===== src/rtl/puf_key_extract.sv =====
// PUF key extractor: steps the PUF through four 2-bit challenges, lets each
// one settle, majority-votes NUM_SAMPLES 8-bit responses into one key byte
// per challenge and flags bits whose samples did not all agree.
module puf_key_extract #(
  parameter int unsigned SETTLE_CYCLES = 16,
  parameter int unsigned NUM_SAMPLES   = 7,
  parameter int unsigned MAX_UNSTABLE  = 4
) (
  input  logic        clk,
  input  logic        reset,
  input  logic        start,
  input  logic [7:0]  puf_response,
  output logic        puf_enable,
  output logic [1:0]  puf_challenge,
  output logic        busy,
  output logic [31:0] key,
  output logic [31:0] unstable_mask,
  output logic        key_valid,
  output logic        key_error
);

  typedef enum logic [2:0] {
    S_IDLE,
    S_SETTLE,
    S_SAMPLE,
    S_COMMIT,
    S_DONE
  } state_t;

  state_t      r_state;
  logic [1:0]  r_chal;
  logic [7:0]  r_cnt;
  logic [3:0]  r_ones [0:7];
  logic        r_enable;
  logic        r_busy;
  logic [31:0] r_key;
  logic [31:0] r_mask;
  logic        r_valid;

  logic [7:0]  w_keyByte;
  logic [7:0]  w_unstableByte;
  logic [5:0]  w_popCount;

  // Majority and disagreement of the accumulated ones counters for the current challenge.
  always_comb begin
    w_keyByte      = '0;
    w_unstableByte = '0;
    for (int i = 0; i < 8; i++) begin
      w_keyByte[i]      = (r_ones[i] > 4'(NUM_SAMPLES / 2));
      w_unstableByte[i] = (r_ones[i] != 4'd0) && (r_ones[i] != 4'(NUM_SAMPLES));
    end
  end

  // Count unstable bits so the error flag can follow the mask without a register stage.
  always_comb begin
    w_popCount = '0;
    for (int i = 0; i < 32; i++) begin
      w_popCount = w_popCount + 6'(r_mask[i]);
    end
  end

  // Sequencer: settle, sample, commit per challenge; all outputs are registered here.
  always_ff @(posedge clk) begin
    if (reset) begin
      r_state  <= S_IDLE;
      r_chal   <= 2'd0;
      r_cnt    <= 8'd0;
      for (int i = 0; i < 8; i++) r_ones[i] <= 4'd0;
      r_enable <= 1'b0;
      r_busy   <= 1'b0;
      r_key    <= 32'd0;
      r_mask   <= 32'd0;
      r_valid  <= 1'b0;
    end else begin
      case (r_state)
        S_IDLE, S_DONE: begin
          if (start) begin
            r_state  <= S_SETTLE;
            r_chal   <= 2'd0;
            r_cnt    <= 8'd0;
            for (int i = 0; i < 8; i++) r_ones[i] <= 4'd0;
            r_enable <= 1'b1;
            r_busy   <= 1'b1;
            r_key    <= 32'd0;
            r_mask   <= 32'd0;
            r_valid  <= 1'b0;
          end
        end
        S_SETTLE: begin
          if (r_cnt == 8'(SETTLE_CYCLES - 1)) begin
            r_cnt   <= 8'd0;
            r_state <= S_SAMPLE;
          end else begin
            r_cnt <= r_cnt + 8'd1;
          end
        end
        S_SAMPLE: begin
          for (int i = 0; i < 8; i++) begin
            r_ones[i] <= r_ones[i] + {3'b000, puf_response[i]};
          end
          if (r_cnt == 8'(NUM_SAMPLES - 1)) begin
            r_cnt   <= 8'd0;
            r_state <= S_COMMIT;
          end else begin
            r_cnt <= r_cnt + 8'd1;
          end
        end
        S_COMMIT: begin
          r_key[{r_chal, 3'b000} +: 8]  <= w_keyByte;
          r_mask[{r_chal, 3'b000} +: 8] <= w_unstableByte;
          for (int i = 0; i < 8; i++) r_ones[i] <= 4'd0;
          if (r_chal == 2'd3) begin
            r_state  <= S_DONE;
            r_enable <= 1'b0;
            r_busy   <= 1'b0;
            r_valid  <= 1'b1;
          end else begin
            r_chal  <= r_chal + 2'd1;
            r_state <= S_SETTLE;
          end
        end
        default: r_state <= S_IDLE;
      endcase
    end
  end

  assign puf_enable    = r_enable;
  assign puf_challenge = r_chal;
  assign busy          = r_busy;
  assign key           = r_key;
  assign unstable_mask = r_mask;
  assign key_valid     = r_valid;
  assign key_error     = r_valid && (w_popCount > 6'(MAX_UNSTABLE));

endmodule


===== config.mk =====
export PLATFORM = sky130hd
export DESIGN_NAME = puf_key_extract
export DESIGN_NICKNAME = d
export VERILOG_FILES = /design/src/rtl/puf_key_extract.sv
export SDC_FILE = /design/constraint.sdc
export NUM_CORES = 1
export LEC_CHECK = 0
export CORE_UTILIZATION = 56
export CTS_CLUSTER_SIZE = 8
export DETAILED_ROUTE_END_ITERATION = 10
export PLACE_DENSITY = 0.78
export SETUP_SLACK_MARGIN = 0.05
export SLEW_MARGIN = 25
export SYNTH_ARGS = -nofsm -noshare
export SYNTH_HDL_FRONTEND = slang
export SYNTH_SLANG_ARGS = --single-unit

===== constraint.sdc =====
create_clock -name clk -period 8.25 [get_ports clk]
set_input_delay 1.65 -clock clk [delete_from_list [all_inputs] [get_ports clk]]
set_output_delay 1.65 -clock clk [all_outputs]
set_load 0.02 [all_outputs]

==> metrics <==
Root Driver clkbuf_8; total CTS buffers 9; max_cap viols 0; 1st-iter DRT viols 250; VDD IR-drop max 0.0000992 V; Mapped Nets 683; Startpoint Class register; Synth top area share 33.7%; critical path arrival 5.51 ns; P_sw 242 uW; FF+latch count, synth 111; power share of the combinational group 6.5%; first-pass GRT wire length 21.5 mm; max_slew headroom 30.8%; initial core utilization 57.8%; crit path time final 7.16 ns; final worst path period share 86.7%; Core Area 9770 um2; met2 usage 42.9%; pin count of the biggest net entering global routing 86; Die H 102 um; leakage 0.00255 uW; Max Clk Rate 140 MHz; setup TNS 0 ns; drt via density 5.77; Crit. End Element primary output; First-pass DRT Iterations 5; sequential share of power 59.3%; area grow syn2layout 18.0%; post-route antenna net violation count 0; Post-synth ARST share 0%; PwrDens 143 nW/um2; HPWL Detailed 9.24 mm; Final Skew 0.0112 ns; final hold viol count 0; Synthesis Warnings 0; fill cell total of the finished layout 781; Port-buffer cells 80; CTS tree yes; top cell type by total area after synthesis dfxtp_1; critical path class reg -> out; Final Wtd Congestion 0.818; Internal 711 uW; Clock power frac 34.2%; post-synthesis sequential area ratio 42.2%; most frequent cell after synthesis dfxtp_1; Die W 102 um; diodes inserted 0; Netlist Area Pre-Place 5650 um2; synth cell count leaders dfxtp_1, nor2_1, a21oi_1, inv_1, nand2_1; DR WL/cell 16.6 um; final setup violation count 0; outcome complete, no violations; htree depth 3; grt peak-use layer met2; final slew viol count 0; top_reg_cell synth dfxtp_1; total grt overflow 0; GRT Total Usage 27.2%; fin nets 743; worst endpoint required time 6.60 ns; GR Util met3 5.40%; post-cts sizing count 0; layout cells sized above 1 4.55%; num rows 36; gate count after technology mapping 617; Hold WS 0.459 ns; register-to-register setup slack 5.72 ns; worst-path fanout max 3; Clk Latency, worst-skew pair 0.39 ns; Post-synth EDFFs 16; Yosys cell types 45; initial antenna violation count 0; CTS Hold Bufs 0; Sink Count 111; Post-Route WL 13.6 mm; number of remaining DRC errors 0; clock-pin transition on the worst setup and hold timing paths 0.11 ns; vias in the first global route 4348; Die ar. 10500 um2; synthesized area per cell 9.15 um2; worst-margin pin slew 1.04 ns; Bufs on Longest Clock Path 2; IO Pins 81; Switching Fraction 25.4%; DR vias 4701; worst hold path type reg -> reg; met1 usage 36.8%; postcts setup bufs 0; RSZ-0062 raised after global routing false; Synth area leaders dfxtp_1, fa_1, edfxtp_1
## final cells by class
| cell class | instances | area [um2] | area share (%) |
|---|---|---|---|
| clock buffer | 13 | 169 | 2.54 |
| clock inverter | 3 | 25.0 | 0.376 |
| inverter | 53 | 199 | 2.99 |
| multi-input combinational | 419 | 2900 | 43.6 |
| sequential | 111 | 2380 | 35.8 |
| tap | 133 | 166 | 2.50 |
| timing repair buffer | 83 | 818 | 12.3 |
## cells in the final DEF, fill, tap and decap left out, types with 2 or more instances in the layout
cell,synthesis,final
o21ai_1,5,5
ha_1,31,31
nand3b_1,9,9
a211oi_1,4,4
and2_1,8,8
edfxtp_1,16,16
and4_1,3,3
xor2_1,5,5
nand3_1,19,19
a21oi_2,4,4
nor3b_1,4,4
nor3_1,6,6
nor2_2,0,2
a22oi_1,42,42
clkdlybuf4s50_1,0,79
or3_1,8,8
inv_1,53,53
xnor2_1,6,6
nand2_1,44,44
nor2_1,74,72
clkbuf_8,0,12
nand2b_1,5,5
a21oi_1,53,53
o21ai_0,38,38
dfxtp_1,95,95
a21o_1,9,9
fa_1,24,24
buf_4,2,3
a31oi_1,3,3
## final timing paths
check / cells past startpoint / from / to
max: 14 / unstable_mask[5] / key_error
min reg2reg: 2 / key[4] / key[4]
min: 2 / key[4] / key[4]
max reg2reg: 5 / puf_challenge[0] / key[26]
## kinds of logic (layout without fill, tap and decap cells)
family | count (synthesis) | in the layout | synth area share [%]
compound gates | 163 | 163 | 17.6
xor+xnor | 11 | 11 | 1.71
fa+ha+maj | 55 | 55 | 15.4
buf+inv | 87 | 152 | 6.51
flops | 111 | 111 | 42.2
simple gates | 190 | 190 | 16.6
## flip-flops by register name (all words and copies together), names as in the netlist
| register | cells |
|---|---|
| r_cnt | 8 |
| unstable_mask | 32 |
| key | 32 |
| r_state | 3 |
| key_valid | 1 |
| puf_challenge | 2 |
| busy | 1 |
| r_ones | 32 |
## metal layers
| layer | part of all wire, % | wire length, um |
|---|---|---|
| met5 | 0 | 0 |
| met4 | 1.7 | 233 |
| met3 | 5.8 | 780 |
| met2 | 48 | 6480 |
| met1 | 45 | 6070 |
## metrics by stage
stage | util (%) | power, uW | cell area, um2 | worst slack (ns) | cells
2_1_floorplan | - | 616 | 5650 | 1.88 | 617
3_3_place_gp | 66.1 | 636 | 6460 | 1.60 | 799
3_5_place_dp | 66.1 | 638 | 6460 | 1.51 | 799
4_1_cts | 68.1 | 955 | 6660 | 1.07 | 815
5_1_grt | 68.2 | 981 | 6660 | 0.889 | 815
6_report | 68.2 | 952 | 6660 | 1.09 | 815
## power groups by stage
| stage | logic [uW] | registers (uW) | clock network (uW) |
|---|---|---|---|
| floorplan | 43.6 | 572 | 0 |
| global placement | 60.0 | 576 | 0 |
| global route | 68.2 | 566 | 347 |
| finish | 62.4 | 565 | 326 |
| CTS | 62.0 | 564 | 329 |
| detailed placement | 61.8 | 577 | 0 |
## critical path: stages, from the launching register on
cell and delay [ns]:
dfxtp_1 0.36, inv_1 0.07, fa_1 0.57, fa_1 0.44, fa_1 0.49, fa_1 0.54, fa_1 0.44, fa_1 0.50
inv_1 0.05, ha_1 0.20, fa_1 0.40, xor2_1 0.15, o21ai_0 0.10, a31oi_1 0.19, clkdlybuf4s50_1 0.62
Power figures use the tool's default switching activity.
